`src/rtl/switch_pkg.sv`:
```
// Shared switch types: packet layout, port count and egress serializer states.
package switch_pkg;

   localparam int unsigned NUM_PORTS = 4;

   typedef struct packed {
      logic [3:0] source;
      logic [3:0] target;
      logic [7:0] data;
   } pkt_t;

   typedef enum logic [1:0] {
      IDLE,
      HDR,
      DATA
   } ser_state_e;

endpackage

```
`src/rtl/switch_egress_serializer_if.sv`:
```
// Ingress packet bus from the switch plus the egress byte stream toward the link.
interface switch_egress_serializer_if;

   logic       pkt_valid;
   logic [3:0] pkt_source;
   logic [3:0] pkt_target;
   logic [7:0] pkt_data;
   logic       tx_valid;
   logic [7:0] tx_data;
   logic       tx_last;
   logic       tx_ready;

   // Serializer side: consumes packets, drives the byte stream.
   modport master (
      input  pkt_valid, pkt_source, pkt_target, pkt_data, tx_ready,
      output tx_valid, tx_data, tx_last
   );

   // Environment side: switch port and link sink.
   modport slave (
      output pkt_valid, pkt_source, pkt_target, pkt_data, tx_ready,
      input  tx_valid, tx_data, tx_last
   );

endinterface

```
`src/rtl/switch_egress_serializer_pkt_fifo.sv`:
```
// Small packet FIFO; a write when full is honoured only alongside a pop.
module pkt_fifo
   import switch_pkg::*;
#(
   parameter int unsigned DEPTH = 4,
   parameter type         T     = pkt_t
) (
   input  logic                   clk,
   input  logic                   rst_n,
   input  logic                   push_i,
   input  T                       wdata_i,
   input  logic                   pop_i,
   output T                       rdata_o,
   output logic [$clog2(DEPTH):0] count_o,
   output logic                   full_o,
   output logic                   empty_o
);

   localparam int unsigned     AW       = $clog2(DEPTH);
   localparam logic [AW:0]     FULL_CNT = (AW+1)'(DEPTH);

   T              mem_q [DEPTH];
   logic [AW-1:0] wr_ptr_q;
   logic [AW-1:0] rd_ptr_q;
   logic [AW:0]   count_q;
   logic          do_push;
   logic          do_pop;

   assign do_pop  = pop_i && (count_q != '0);
   assign do_push = push_i && ((count_q != FULL_CNT) || do_pop);

   assign rdata_o = mem_q[rd_ptr_q];
   assign count_o = count_q;
   assign full_o  = (count_q == FULL_CNT);
   assign empty_o = (count_q == '0);

   // Storage write; contents need no reset since occupancy gates every read.
   always_ff @(posedge clk) begin
      if (do_push) mem_q[wr_ptr_q] <= wdata_i;
   end

   // Pointers wrap naturally at the power-of-two depth; push+pop keeps the count.
   always_ff @(posedge clk or negedge rst_n) begin
      if (!rst_n) begin
         wr_ptr_q <= '0;
         rd_ptr_q <= '0;
         count_q  <= '0;
      end else begin
         if (do_push) wr_ptr_q <= wr_ptr_q + 1'b1;
         if (do_pop)  rd_ptr_q <= rd_ptr_q + 1'b1;
         if (do_push && !do_pop)      count_q <= count_q + 1'b1;
         else if (!do_push && do_pop) count_q <= count_q - 1'b1;
      end
   end

endmodule

```
`src/rtl/switch_egress_serializer.sv`:
```
// Per-port egress: classifies switch packets, buffers them and emits two-beat frames.
module switch_egress_serializer
   import switch_pkg::*;
#(
   parameter int unsigned PORT_ID = 0,
   parameter int unsigned DEPTH   = 4,
   parameter int unsigned CNT_W   = 8
) (
   input  logic                        clk,
   input  logic                        rst_n,
   switch_egress_serializer_if.master  bus,
   input  logic                        clr_cnt,
   output logic [$clog2(DEPTH):0]      fifo_count,
   output logic [CNT_W-1:0]            drop_cnt,
   output logic [CNT_W-1:0]            misroute_cnt
);

   localparam int unsigned        PW       = $clog2(NUM_PORTS);
   localparam logic [PW-1:0]      PORT_SEL = PW'(PORT_ID);

   ser_state_e       state_q, state_d;
   logic             tx_valid_q, tx_valid_d;
   logic [7:0]       tx_data_q, tx_data_d;
   logic             tx_last_q, tx_last_d;
   logic [7:0]       cur_data_q, cur_data_d;
   logic [CNT_W-1:0] drop_cnt_q, drop_cnt_d;
   logic [CNT_W-1:0] mis_cnt_q, mis_cnt_d;

   pkt_t fifo_wdata;
   pkt_t fifo_head;
   logic fifo_full, fifo_empty;
   logic pop, push, hs, routed, drop_inc, mis_inc;

   assign fifo_wdata = '{source: bus.pkt_source, target: bus.pkt_target, data: bus.pkt_data};
   assign hs         = tx_valid_q && bus.tx_ready;
   assign routed     = bus.pkt_target[PORT_SEL];
   assign mis_inc    = bus.pkt_valid && !routed;
   assign push       = bus.pkt_valid && routed && (!fifo_full || pop);
   assign drop_inc   = bus.pkt_valid && routed && fifo_full && !pop;

   pkt_fifo #(
      .DEPTH (DEPTH),
      .T     (pkt_t)
   ) u_fifo (
      .clk     (clk),
      .rst_n   (rst_n),
      .push_i  (push),
      .wdata_i (fifo_wdata),
      .pop_i   (pop),
      .rdata_o (fifo_head),
      .count_o (fifo_count),
      .full_o  (fifo_full),
      .empty_o (fifo_empty)
   );

   // Frame sequencing: pop on beat0 load, chain frames back-to-back from DATA.
   always_comb begin
      state_d    = state_q;
      tx_valid_d = tx_valid_q;
      tx_data_d  = tx_data_q;
      tx_last_d  = tx_last_q;
      cur_data_d = cur_data_q;
      pop        = 1'b0;
      unique case (state_q)
         IDLE: begin
            if (!fifo_empty) begin
               pop        = 1'b1;
               state_d    = HDR;
               tx_valid_d = 1'b1;
               tx_data_d  = {fifo_head.source, fifo_head.target};
               tx_last_d  = 1'b0;
               cur_data_d = fifo_head.data;
            end
         end
         HDR: begin
            if (hs) begin
               state_d   = DATA;
               tx_data_d = cur_data_q;
               tx_last_d = 1'b1;
            end
         end
         DATA: begin
            if (hs) begin
               if (!fifo_empty) begin
                  pop        = 1'b1;
                  state_d    = HDR;
                  tx_data_d  = {fifo_head.source, fifo_head.target};
                  tx_last_d  = 1'b0;
                  cur_data_d = fifo_head.data;
               end else begin
                  state_d    = IDLE;
                  tx_valid_d = 1'b0;
                  tx_last_d  = 1'b0;
               end
            end
         end
         default: state_d = IDLE;
      endcase
   end

   // Saturating event counters; a clear wins over a same-cycle increment.
   always_comb begin
      drop_cnt_d = drop_cnt_q;
      mis_cnt_d  = mis_cnt_q;
      if (clr_cnt) begin
         drop_cnt_d = '0;
         mis_cnt_d  = '0;
      end else begin
         if (drop_inc && (drop_cnt_q != '1)) drop_cnt_d = drop_cnt_q + 1'b1;
         if (mis_inc && (mis_cnt_q != '1))   mis_cnt_d  = mis_cnt_q + 1'b1;
      end
   end

   // State, registered tx outputs and counters; reset abandons any frame in flight.
   always_ff @(posedge clk or negedge rst_n) begin
      if (!rst_n) begin
         state_q    <= IDLE;
         tx_valid_q <= 1'b0;
         tx_data_q  <= '0;
         tx_last_q  <= 1'b0;
         cur_data_q <= '0;
         drop_cnt_q <= '0;
         mis_cnt_q  <= '0;
      end else begin
         state_q    <= state_d;
         tx_valid_q <= tx_valid_d;
         tx_data_q  <= tx_data_d;
         tx_last_q  <= tx_last_d;
         cur_data_q <= cur_data_d;
         drop_cnt_q <= drop_cnt_d;
         mis_cnt_q  <= mis_cnt_d;
      end
   end

   assign bus.tx_valid = tx_valid_q;
   assign bus.tx_data  = tx_data_q;
   assign bus.tx_last  = tx_last_q;
   assign drop_cnt     = drop_cnt_q;
   assign misroute_cnt = mis_cnt_q;

endmodule
```
`src/flat_wrapper.sv`:
```
// flat-port wrapper written by rule: the top's interface ports become plain ports
module switch_egress_serializer_flat import switch_pkg::*;
#(
   parameter int unsigned PORT_ID = 0,
   parameter int unsigned DEPTH   = 4,
   parameter int unsigned CNT_W   = 8
)
  (clk, rst_n, clr_cnt, fifo_count, drop_cnt, misroute_cnt, bus_pkt_valid, bus_pkt_source, bus_pkt_target, bus_pkt_data, bus_tx_ready, bus_tx_valid, bus_tx_data, bus_tx_last);
  switch_egress_serializer_if bus_i ();
  input  logic clk;
  input  logic rst_n;
  input  logic clr_cnt;
  output logic [$clog2(DEPTH):0] fifo_count;
  output logic [CNT_W-1:0] drop_cnt;
  output logic [CNT_W-1:0] misroute_cnt;
  input wire logic [$bits(bus_i.pkt_valid)-1:0] bus_pkt_valid;
  input wire logic [$bits(bus_i.pkt_source)-1:0] bus_pkt_source;
  input wire logic [$bits(bus_i.pkt_target)-1:0] bus_pkt_target;
  input wire logic [$bits(bus_i.pkt_data)-1:0] bus_pkt_data;
  input wire logic [$bits(bus_i.tx_ready)-1:0] bus_tx_ready;
  output wire logic [$bits(bus_i.tx_valid)-1:0] bus_tx_valid;
  output wire logic [$bits(bus_i.tx_data)-1:0] bus_tx_data;
  output wire logic [$bits(bus_i.tx_last)-1:0] bus_tx_last;
  assign bus_i.pkt_valid = bus_pkt_valid;
  assign bus_i.pkt_source = bus_pkt_source;
  assign bus_i.pkt_target = bus_pkt_target;
  assign bus_i.pkt_data = bus_pkt_data;
  assign bus_i.tx_ready = bus_tx_ready;
  assign bus_tx_valid = bus_i.tx_valid;
  assign bus_tx_data = bus_i.tx_data;
  assign bus_tx_last = bus_i.tx_last;
  switch_egress_serializer #(.PORT_ID(PORT_ID), .DEPTH(DEPTH), .CNT_W(CNT_W)) u_core (.clk(clk), .rst_n(rst_n), .bus(bus_i), .clr_cnt(clr_cnt), .fifo_count(fifo_count), .drop_cnt(drop_cnt), .misroute_cnt(misroute_cnt));
endmodule
```
`config.mk`:
```
export PLATFORM = sky130hd
export DESIGN_NAME = switch_egress_serializer_flat
export DESIGN_NICKNAME = d
export VERILOG_FILES = /design/src/rtl/switch_pkg.sv /design/src/rtl/switch_egress_serializer_if.sv /design/src/rtl/switch_egress_serializer_pkt_fifo.sv /design/src/rtl/switch_egress_serializer.sv /design/src/flat_wrapper.sv
export SDC_FILE = /design/constraint.sdc
export NUM_CORES = 1
export LEC_CHECK = 0
export CAP_MARGIN = 20
export CORE_MARGIN = 1.5
export CORE_UTILIZATION = 28
export CTS_CLUSTER_DIAMETER = 30
export CTS_CLUSTER_SIZE = 25
export DETAILED_ROUTE_END_ITERATION = 16
export PLACE_DENSITY = 0.55
export SKIP_CTS_REPAIR_TIMING = 1
export SYNTH_ARGS = -nofsm -noshare
export SYNTH_HDL_FRONTEND = slang
export SYNTH_SLANG_ARGS = --single-unit
export TNS_END_PERCENT = 30
```
`constraint.sdc`:
```
create_clock -name clk -period 5.1 [get_ports clk]
set_clock_uncertainty 0.2 [all_clocks]
set_input_delay 1.02 -clock clk [delete_from_list [all_inputs] [get_ports clk]]
set_output_delay 1.02 -clock clk [all_outputs]
set_load 0.01 [all_outputs]
```
* Word-level counts from Yosys, hierarchy flattened *
Memories as Yosys holds them, arrays and structs flattened.
Index checks and enable logic that the tools add are counted.

storage, ports and cells
  output and inout bits = 29
  input bits = 21
  logic and storage cells = 90
  memory bits (writable) = 64
  flip-flop bits (word level) = 43
  memories kept = 1

memories
  name                 words  width  read ports  clocked after memory_dff  write ports  RTL line                                 RTL
  u_core.u_fifo.mem_q  4      16     1           0                         1            switch_egress_serializer_pkt_fifo.sv:22  T mem_q [DEPTH];

cells by class
  reduce and logical (&&, ||, !) cells = 32
  add/sub/neg operators = 6
  eq/ne operators = 10
  mux-type cells = 31

operator list
  cell                   count
  $mux W8                9
  $pmux W8 S3            1
  $add A8 B1 Y8 const B  2
  $ne A8 B8 Y1 const B   2
  $pmux W8 S2            1
  $logic_and A1 B1 Y1    12
  $mux W1                11
  $reduce_and A4 Y1      2
  $reduce_bool A2 Y1     4
  $mux W2                3
  $mux W3                2
  $ne A2 B1 Y1 const B   3
  $pmux W2 S3            1
  $reduce_and A3 Y1      2
  $reduce_bool A3 Y1     2
  $logic_not A1 Y1       5
  $add A2 B1 Y2 const B  2
  $pmux W1 S2            2
  $add A3 B1 Y3 const B  1
  $eq A3 B3 Y1 const B   1
  $logic_not A3 Y1       1
  $ne A3 B3 Y1 const B   1
  $pmux W1 S3            1
  $sub A3 B1 Y3 const B  1
  6 further kinds        7

* Depth between registers and ports, before layout *
Gate-level depths: netlist of the first run.

  depth after elaboration = 11
  gate-level depth with buffers = 10
  gate-level depth less buffers = 9

* Modules after synthesis *
A second synthesis of the first run with hierarchy kept.

unflattened totals
  cell total of the unflattened synthesis = 286
  area total of the unflattened synthesis = 4569.4 µm²

modules (own cells, without submodules)
  module                    sequential area each (µm²)  cells each  area each (µm²)  instances
  pkt_fifo                  2097.0                      119         2778.9           1
  switch_egress_serializer  900.9                       167         1790.5           1

* Worst setup path after synthesis of the first run *
No wires, ideal clock.

  kind = input -> register
  start = in bus_tx_ready
  end = reg u_core.u_fifo.count_q[1] (netlist: u_core.u_fifo.count_o[1])
  library setup time = 0.125 ns
  arrival = 2.509 ns
  stages on the path = 8
  slack = 2.267 ns
  path buffers = 1
  required time = 4.775 ns
  cells stage by stage = a21boi_4 -> nor3_1 -> buf_2 -> inv_1 -> ha_1 -> inv_1 -> fa_1 -> mux2_2

on the way
  cells in the longest elaborated chain, start to end = 9
  elaborated cells between the ends (all ways) = 14
  those cells by class = mux: 3; reduce/logical: 11

RTL lines
  what                                                       RTL line                                                                 RTL
  start: declaration                                         flat_wrapper.sv:20                                                       input wire logic [$bits(bus_i.tx_ready)-1:0] bus_tx_ready;
  $logic_and A1 B1 Y1 (*)                                    switch_egress_serializer.sv:35                                           assign hs = tx_valid_q && bus.tx_ready;
  $mux W1 (*)                                                switch_egress_serializer.sv:83                                           if (hs) begin
  $pmux W1 S2 (*)                                            switch_egress_serializer.sv:64                                           unique case (state_q)
  $logic_or A1 B1 Y1 or $logic_and A1 B1 Y1 (tied branches)  switch_egress_serializer.sv:38, switch_egress_serializer_pkt_fifo.sv:29
  $logic_and A1 B1 Y1 or $logic_or A1 B1 Y1 (tied branches)  switch_egress_serializer.sv:38, switch_egress_serializer_pkt_fifo.sv:30
  $logic_and A1 B1 Y1                                        switch_egress_serializer_pkt_fifo.sv:30                                  assign do_push = push_i && ((count_q != FULL_CNT) || do_pop);
  $logic_not A1 Y1                                           switch_egress_serializer_pkt_fifo.sv:52                                  else if (!do_push && do_pop) count_q <= count_q - 1'b1;
  $logic_and A1 B1 Y1                                        switch_egress_serializer_pkt_fifo.sv:52
  $reduce_bool A2 Y1 (no source line)                        n/a
  end signal: assignment                                     switch_egress_serializer_pkt_fifo.sv:51                                  if (do_push && !do_pop) count_q <= count_q + 1'b1;
  end signal: assignment                                     switch_egress_serializer_pkt_fifo.sv:52
  end: declaration                                           switch_egress_serializer_pkt_fifo.sv:25                                  logic [AW:0] count_q;

Mark *: on every way between the ends. The rest lies on a longest branch, timed or not.
A chain may end at the register's enable or synchronous reset.

* Worst setup path after layout of the first run *
  start = in bus_tx_ready
  end = reg u_core.u_fifo.count_q[2] (netlist: u_core.u_fifo.count_o[2])

on the way
  cells in the longest elaborated chain, start to end = 9
  elaborated cells between the ends (all ways) = 14
  those cells by class = mux: 3; reduce/logical: 11

RTL lines
  what                                                       RTL line                                                                 RTL
  $logic_and A1 B1 Y1 (*)                                    switch_egress_serializer.sv:35
  $mux W1 (*)                                                switch_egress_serializer.sv:83
  $pmux W1 S2 (*)                                            switch_egress_serializer.sv:64
  $logic_or A1 B1 Y1 or $logic_and A1 B1 Y1 (tied branches)  switch_egress_serializer.sv:38, switch_egress_serializer_pkt_fifo.sv:29
  $logic_and A1 B1 Y1 or $logic_or A1 B1 Y1 (tied branches)  switch_egress_serializer.sv:38, switch_egress_serializer_pkt_fifo.sv:30
  $logic_and A1 B1 Y1 (*)                                    switch_egress_serializer_pkt_fifo.sv:30
  via u_core.u_fifo.do_push                                  switch_egress_serializer_pkt_fifo.sv:26                                  logic do_push;
  $logic_not A1 Y1                                           switch_egress_serializer_pkt_fifo.sv:52
  $logic_and A1 B1 Y1                                        switch_egress_serializer_pkt_fifo.sv:52
  $reduce_bool A2 Y1 (no source line)                        n/a

The timed path passes the listed nets; every way through them passes the cells marked *.

==> results of run 1 <==
-- worst max-delay path: stages --
cell,delay [ps]
sky130_fd_sc_hd__clkdlybuf4s50_1,560
sky130_fd_sc_hd__a21boi_4,100
sky130_fd_sc_hd__o211ai_1,300
sky130_fd_sc_hd__and2_0,280
sky130_fd_sc_hd__ha_1,210
sky130_fd_sc_hd__inv_1,60
sky130_fd_sc_hd__fa_1,370
sky130_fd_sc_hd__xor2_1,150
sky130_fd_sc_hd__nor2_1,110
sky130_fd_sc_hd__xor2_1,150
-- how the worst max path moves through the flow --
stage                             from                       end  slack [ps]  cells past startpoint
after global routing      bus_tx_ready  u_core.u_fifo.count_o[2]        1650                     10
after global placement    bus_tx_ready  u_core.u_fifo.count_o[2]        1600                     10
final                     bus_tx_ready  u_core.u_fifo.count_o[2]        1860                     10
after floorplan           bus_tx_ready  u_core.u_fifo.count_o[1]        2270                      8
after detailed placement  bus_tx_ready  u_core.u_fifo.count_o[2]        1480                     10
after CTS                 bus_tx_ready  u_core.u_fifo.count_o[2]        1850                     10
-- sequential cells by signal, indices dropped and copies added, names as in the netlist --
name                    count
u_core.u_fifo.mem_q        64
u_core.bus.tx_data          8
u_core.cur_data_q           8
u_core.drop_cnt             8
u_core.misroute_cnt         8
u_core.u_fifo.count_o       3
u_core.state_q              2
u_core.u_fifo.rd_ptr_q      2
u_core.u_fifo.wr_ptr_q      2
u_core.bus.tx_last          1
u_core.bus.tx_valid         1
-- area by class of cell --
| cell class | instances | area share, % |
|---|---|---|
| Clock buffer | 10 | 4.32 |
| Clock inverter | 6 | 1.61 |
| Inverter | 6 | 0.407 |
| Multi-Input combinational cell | 160 | 25.0 |
| Sequential cell | 107 | 54.2 |
| Tap cell | 211 | 4.78 |
| Timing Repair Buffer | 53 | 9.69 |
-- metrics by stage --
step | hold WS (ps) | area (µm²) | utilization (%) | std cells
2_1_floorplan | 280 | 4450 | - | 285
3_3_place_gp | 292 | 5170 | 33.7 | 536
3_5_place_dp | 298 | 5170 | 33.7 | 536
4_1_cts | 314 | 5500 | 35.8 | 552
5_1_grt | 334 | 5530 | 36.0 | 553
6_report | 310 | 5530 | 36.0 | 553
-- metal layers --
| metal | part of all wire [%] | track usage (%) | vias to the layer above |
|---|---|---|---|
| li1 | - | - | 1198 |
| met1 | 46 | 14.3 | 1272 |
| met2 | 48 | 19.3 | 65 |
| met3 | 4.5 | 3.34 | 10 |
| met4 | 1.1 | 2.97 | 0 |
| met5 | 0 | 0 | - |
-- kinds of logic (layout without fill, tap and decap cells) --
logic type,Yosys count,in the layout
adder cells (fa/ha/maj),8,8
AND/OR/NAND/NOR,67,67
flip-flops,107,107
AO/OA/AOI/OAI,41,41
buffers and inverters,18,75
XOR/XNOR,9,9
multiplexers,35,35
-- power groups by stage --
| stage | Sequential (mW) | Combinational [mW] | Clock, mW |
|---|---|---|---|
| finish | 1.24 | 0.822 | 0.746 |
| global route | 1.27 | 0.935 | 0.806 |
| CTS | 1.24 | 0.846 | 0.769 |
| detailed placement | 1.26 | 0.847 | 0 |
| global placement | 1.26 | 0.826 | 0 |
| floorplan | 1.21 | 0.578 | 0 |
-- cell usage after synthesis, types with 2 or more instances --
cell type                  count
sky130_fd_sc_hd__or4_1         5
sky130_fd_sc_hd__o21ai_0       4
sky130_fd_sc_hd__nor3_1        3
sky130_fd_sc_hd__inv_1         6
sky130_fd_sc_hd__mux2_2       10
sky130_fd_sc_hd__a31oi_1       2
sky130_fd_sc_hd__nand2_1      11
sky130_fd_sc_hd__o41ai_1       2
sky130_fd_sc_hd__nor2_1       19
sky130_fd_sc_hd__and4b_1       2
sky130_fd_sc_hd__nand4_1       2
sky130_fd_sc_hd__a211oi_1      3
sky130_fd_sc_hd__buf_2         5
sky130_fd_sc_hd__nand3_1       6
sky130_fd_sc_hd__o31ai_1       4
sky130_fd_sc_hd__clkbuf_1      6
sky130_fd_sc_hd__edfxtp_1     64
sky130_fd_sc_hd__xor2_1        5
sky130_fd_sc_hd__ha_1          7
sky130_fd_sc_hd__or3_1         2
sky130_fd_sc_hd__dfrtp_1      43
sky130_fd_sc_hd__and2_1        2
sky130_fd_sc_hd__nor2b_1       2
sky130_fd_sc_hd__nand2b_1      2
sky130_fd_sc_hd__mux4_2       16
sky130_fd_sc_hd__xnor2_1       4
sky130_fd_sc_hd__mux2i_1       9
sky130_fd_sc_hd__a21oi_1      18
sky130_fd_sc_hd__o211ai_1      2
sky130_fd_sc_hd__and3_1        6
==> impl_metrics.sql, run 1 <==
INSERT INTO impl_metrics (metric_group, metric, value, unit) VALUES
('synthesis', 'syn_inst', '285', ''),
('floorplanning', 'dieHeight', '129', 'µm'),
('clock_network', 'clk_pin_slew_worst_paths', '70', 'ps'),
('synthesis', 'syn_area', '0.00445', 'mm²'),
('pwr', 'share_clk_of_total_power', '26.6', '%'),
('synthesis', 'synthDominantAreaCellType', 'sky130_fd_sc_hd__edfxtp_1', ''),
('placed_design', 'port-buffer-count', '49', ''),
('synthesis', 'synth_adder_area_share', '2.42', '%'),
('synthesis', 'synth_top_cell_area_share', '43.2', '%'),
('floorplanning', 'design.die.area', '0.0167', 'mm²'),
('layout', 'area_used_by_sequential_logic_in_the_layout', '0.00300', 'mm²'),
('pwr', 'p_switching', '0.849', 'mW'),
('critical_path', 'critPathKind', 'input pin to flop', ''),
('global_routing', 'antenna_found_initial', '0', ''),
('synthesis', 'synth_edf_count', '64', ''),
('global_routing', 'grt_overflow', '0', ''),
('floorplanning', 'dieWidth', '129', 'µm'),
('layout', 'final_common_cell', 'sky130_fd_sc_hd__edfxtp_1', ''),
('synthesis', 'synthArstFlopShare', '40.2', '%'),
('pwr', 'switching_share', '30.3', '%'),
('floorplanning', 'initial_utilization', '29.0', '%'),
('synthesis', 'synth_compound_gate_area_share', '6.30', '%'),
('clock_network', 'clock_latency_at_the_later_pin_of_the_worst_skew_pair', '350', 'ps'),
('floorplanning', 'boundaryPins', '50', ''),
('routing', 'drt_pass1_iterations', '6', ''),
('synthesis', 'ys.warnings.count', '0', ''),
('min_path', 'hold_path.startpoint', 'u_core.cur_data_q[0]', ''),
('pwr', 'p_int', '1.95', 'mW'),
('timing', 'finalCritPeriodShare', '63.6', '%'),
('placed_design', 'dpl.hpwl', '5490', 'µm'),
('layout', 'antennaDiodeCount', '0', ''),
('critical_path', 'setup.reg_to_reg.worst_slack', '2500', 'ps'),
('min_path', 'min_path_type', 'flop to flop', ''),
('timing', 'final.min_clock_period', '3240', 'ps'),
('placed_design', 'detailedPlace.worstSlack', '1480', 'ps'),
('run_status', 'status', 'complete, no violations', ''),
('clock_network', 'clock-sinks', '107', ''),
('pwr', 'power_leakage', '1.98', 'nW'),
('timing', 'timing.fmax', '308', 'MHz'),
('routing', 'drt_wl_total', '8450', 'µm'),
('layout', 'mostFrequentLayoutCells', 'sky130_fd_sc_hd__edfxtp_1 (64), sky130_fd_sc_hd__clkdlybuf4s50_1 (48), sky130_fd_sc_hd__dfrtp_1 (43)', ''),
('clock_network', 'cts_root_buf', 'sky130_fd_sc_hd__clkbuf_16', ''),
('routing', 'vias', '2545', ''),
('timing', 'report.final.hold_viol_count', '0', ''),
('critical_path', 'timing.critical_path.fanout_max', '5', ''),
('synthesis', 'synth_top_family_by_area', 'multiplexers', ''),
('pwr', 'vdd.ir_drop.worst', '0.000191', 'V'),
('critical_path', 'worstPathArrival', '3310', 'ps'),
('clock_network', 'clock_path_buffers', '2', ''),
('synthesis', 'synth_mux_area_share', '12.6', '%'),
('layout', 'num-nets-final', '366', ''),
('floorplanning', 'design.core.area', '0.0154', 'mm²'),
('critical_path', 'worst_setup_path_end_kind', 'flop', ''),
('timing', 'fin_worst_setup_slack', '1860', 'ps'),
('critical_path', 'worst_setup_path_start_kind', 'input pin', ''),
('layout', 'area_growth_syn_to_layout', '24.2', '%'),
('timing', 'max_slew.worst_pin.slew', '906', 'ps'),
('routing', 'route.antenna.remaining_nets', '0', ''),
('timing', 'worst_relative_slew_slack', '39.6', '%'),
('critical_path', 'cp_data_required_time', '5170', 'ps'),
('critical_path', 'reg2regPathDepth', '10', ''),
('min_path', 'worstHoldEndpoint', 'u_core.cur_data_q[0]', ''),
('layout', 'drive_above_1_share', '14.9', '%'),
('placed_design', 'globalplace.congestion', '0.731', ''),
('pwr', 'report.power.total', '2.80', 'mW'),
('clock_network', 'htree_num_levels', '3', ''),
('global_routing', 'grt_pass1_wl', '14200', 'µm'),
('layout', 'fillcell_total', '1467', ''),
('synthesis', 'postSynthAreaPerCell', '15.6', 'µm²'),
('pwr', 'combPwrFrac', '29.3', '%'),
('min_path', 'whs_path_depth', '1', '');
(Power assumes the default switching activity.)
==> run 2, diff against run 1 <==
==> constraint.sdc (replaced) <==
create_clock -name clk -period 3.3 [get_ports clk]
set_clock_uncertainty 0.2 [all_clocks]
set_input_delay 0.66 -clock clk [delete_from_list [all_inputs] [get_ports clk]]
set_output_delay 0.66 -clock clk [all_outputs]
set_load 0.01 [all_outputs]
==> run 2 against run 1 <==
Register-to-register slack worse by 1600 ps. Highest routed layer unchanged. Design area rose by 0.14%. Critical path type unchanged. Combinational power up 57%. Critical path depth is the same. Via count grew 1.8%. Non-clock buffer count is 7 higher.
==> impl_metrics.sql, run 2 (synthesis gave the netlist of run 1 again) <==
INSERT INTO impl_metrics (metric_group, metric, value, unit) VALUES
('run_status', 'status', 'complete, no violations', ''),
('clock_network', 'clock_path_buffers', '2', ''),
('routing', 'drt_pass1_iterations', '4', ''),
('placed_design', 'placed_cells_incl_taps', '542', ''),
('floorplanning', 'dieWidth', '129', 'µm'),
('critical_path', 'critical-path-top-delay-family', 'buffers and inverters', ''),
('timing', 'worst_relative_slew_slack', '45.5', '%'),
('pwr', 'powerDensity', '766', 'mW/mm²'),
('clock_network', 'clk_pin_slew_worst_paths', '70', 'ps'),
('layout', 'area_growth_syn_to_layout', '24.3', '%'),
('timing', 'finalCritPeriodShare', '84.1', '%'),
('critical_path', 'r2r-start', 'u_core.u_fifo.count_o[2]', ''),
('layout', 'antennaDiodeCount', '0', ''),
('critical_path', 'cp_data_required_time', '3380', 'ps'),
('routing', 'top_layer', 'met4', ''),
('clock_network', 'tritoncts', 'yes', ''),
('clock_network', 'cts-buffers-inserted', '9', ''),
('routing', 'vias', '2590', ''),
('routing', 'drc', '0', ''),
('layout', 'drive_above_1_share', '16.3', '%'),
('critical_path', 'timing.critical_path.buf_inv', '2', ''),
('placed_design', 'globalplace.congestion', '0.727', ''),
('timing', 'rsz_0062_raised_after_global_routing', 'no', ''),
('min_path', 'hold_path.startpoint', 'u_core.cur_data_q[0]', ''),
('layout', 'fraction_of_the_core_area_covered_by_cells_at_the_end_of_the_flow', '36.0', '%'),
('layout', 'largest_register_ffs', '64', ''),
('critical_path', 'critPathKind', 'input pin to flop', ''),
('routing', 'dr.first_iter.drc_count', '103', ''),
('flow_run', 'max-cap-violations', '0', ''),
('critical_path', 'worst_setup_path_start_kind', 'input pin', ''),
('critical_path', 'worstPathArrival', '2850', 'ps'),
('routing', 'wl_met1', '4020', 'µm'),
('pwr', 'share_clk_of_total_power', '24.3', '%'),
('critical_path', 'critical-path-top-cell-by-count', 'sky130_fd_sc_hd__xor2_1', ''),
('layout', 'fin_cells', '560', ''),
('pwr', 'p_int', '2.92', 'mW'),
('timing', 'timing.fmax', '360', 'MHz'),
('floorplanning', 'design.die.area', '0.0167', 'mm²'),
('layout', 'final_common_cell', 'sky130_fd_sc_hd__edfxtp_1', ''),
('critical_path', 'worst_setup_path_end_kind', 'flop', ''),
('pwr', 'combPwrFrac', '30.4', '%'),
('routing', 'drt_wl_total', '8620', 'µm'),
('global_routing', 'grtUsageTotal', '11.2', '%'),
('pwr', 'vdd.ir_drop.worst', '0.000309', 'V'),
('min_path', 'min_path_type', 'flop to flop', ''),
('floorplanning', 'placementRows', '45', ''),
('routing', 'met3_length', '321', 'µm'),
('routing', 'vias_per_cell', '4.63', ''),
('placed_design', 'port-buffer-count', '49', ''),
('timing', 'final.setup.tns', '0', 'ps'),
('floorplanning', 'dieHeight', '129', 'µm'),
('timing', 'max_slew.worst_pin.slew', '817', 'ps'),
('clock_network', 'htree_num_levels', '3', ''),
('timing', 'final.min_clock_period', '2770', 'ps'),
('pwr', 'p_switching', '1.32', 'mW'),
('pwr', 'report.power.total', '4.24', 'mW'),
('timing', 'report.final.hold_viol_count', '0', ''),
('clock_network', 'clock_latency_at_the_later_pin_of_the_worst_skew_pair', '350', 'ps'),
('clock_network', 'clock-sinks', '107', ''),
('floorplanning', 'initial_utilization', '29.0', '%'),
('placed_design', 'dpl.hpwl', '5520', 'µm'),
('pwr', 'switching_share', '31.1', '%'),
('clock_network', 'cts_root_buf', 'sky130_fd_sc_hd__clkbuf_16', ''),
('timing', 'finalSetupViolations', '0', ''),
('global_routing', 'grt_pass1_wl', '13900', 'µm'),
('global_routing', 'via_count_of_the_first_global_routing_pass', '2608', ''),
('floorplanning', 'design.core.area', '0.0154', 'mm²'),
('global_routing', 'grt_overflow', '0', ''),
('critical_path', 'slowest_stage', 'sky130_fd_sc_hd__clkdlybuf4s50_1', ''),
('routing', 'route.antenna.remaining_nets', '0', ''),
('timing', 'maxSlewViolCount', '0', ''),
('critical_path', 'reg2regPathDepth', '9', ''),
('routing', 'dr_wl_met2', '4190', 'µm'),
('critical_path', 'crit_path_start', 'bus_tx_ready', ''),
('global_routing', 'grt_max_degree', '44', ''),
('critical_path', 'path_depth', '10', ''),
('layout', 'num-nets-final', '373', ''),
('layout', 'regMostFlops', 'u_core.u_fifo.mem_q', ''),
('critical_path', 'worst_path_largest_cell_delay', '550', 'ps'),
('global_routing', 'antenna_found_initial', '0', ''),
('routing', 'drt-wirelength-per-cell', '15.4', 'µm'),
('pwr', 'power_leakage', '1.99', 'nW'),
('floorplanning', 'boundaryPins', '50', ''),
('layout', 'mostFrequentLayoutCells', 'sky130_fd_sc_hd__edfxtp_1 (64), sky130_fd_sc_hd__clkdlybuf4s50_1 (48), sky130_fd_sc_hd__dfrtp_1 (43)', ''),
('pwr', 'p_seq_share', '45.3', '%'),
('critical_path', 'timing.critical_path.fanout_max', '5', ''),
('critical_path', 'path_cells', 'clkdlybuf4s50_1 > a21boi_4 > o211ai_1 > and2_0 > ha_1 > inv_1 > fa_1 > xor2_1 > nor2_1 > xor2_1', ''),
('min_path', 'whs_path_depth', '1', '');
run 2: final timing paths:
path / endpoint / slack (ps)
max in group asynchronous: u_core.bus.tx_data[5] / 1980
min: u_core.cur_data_q[0] / 310
min in group asynchronous: u_core.drop_cnt[5] / 470
max: u_core.u_fifo.count_o[2] / 530
min reg2reg: u_core.cur_data_q[0] / 310
max reg2reg: u_core.u_fifo.count_o[2] / 860
run 2: layout make-up:
class | count | area, µm²
Clock buffer | 9 | 225
Clock inverter | 7 | 62.6
Fill cell | 1455 | 9840
Inverter | 6 | 22.5
Multi-Input combinational cell | 160 | 1380
Sequential cell | 107 | 3000
Tap cell | 211 | 264
Timing Repair Buffer | 60 | 583
run 2: through the flow:
step | instance area [µm²] | setup slack [ps] | hold slack (ps)
after CTS | 5510 | 514 | 315
after detailed placement | 5220 | 153 | 297
after floorplan | 4450 | 827 | 164
after global placement | 5220 | 209 | 293
final | 5540 | 525 | 308
after global routing | 5540 | 438 | 335
run 2: power by group through the flow:
| stage | clock, mW | sequential, mW | combinational (mW) |
|---|---|---|---|
| final | 1.03 | 1.92 | 1.29 |
| after global routing | 1.12 | 1.97 | 1.42 |
| after CTS | 1.07 | 1.93 | 1.32 |
| after detailed placement | 0 | 1.96 | 1.31 |
| after global placement | 0 | 1.95 | 1.29 |
| after floorplan | 0 | 1.87 | 0.894 |
run 2: routing by layer:
layer / global-route usage [%] / vias to the layer above
met1: 14.1 / 1323
met2: 18.8 / 51
met5: 0 / -
met3: 3.06 / 9
met4: 3.77 / 0
li1: - / 1207
run 2: worst register-to-register path: cells and delay by family, from the launching register on:
kind / cells / cell delay, ps
and+or+nand+nor: 3 / 710
adders and majority gates: 2 / 550
DFF: 1 / 460
xor gates and xnor gates: 2 / 290
buffers and inverters: 2 / 160
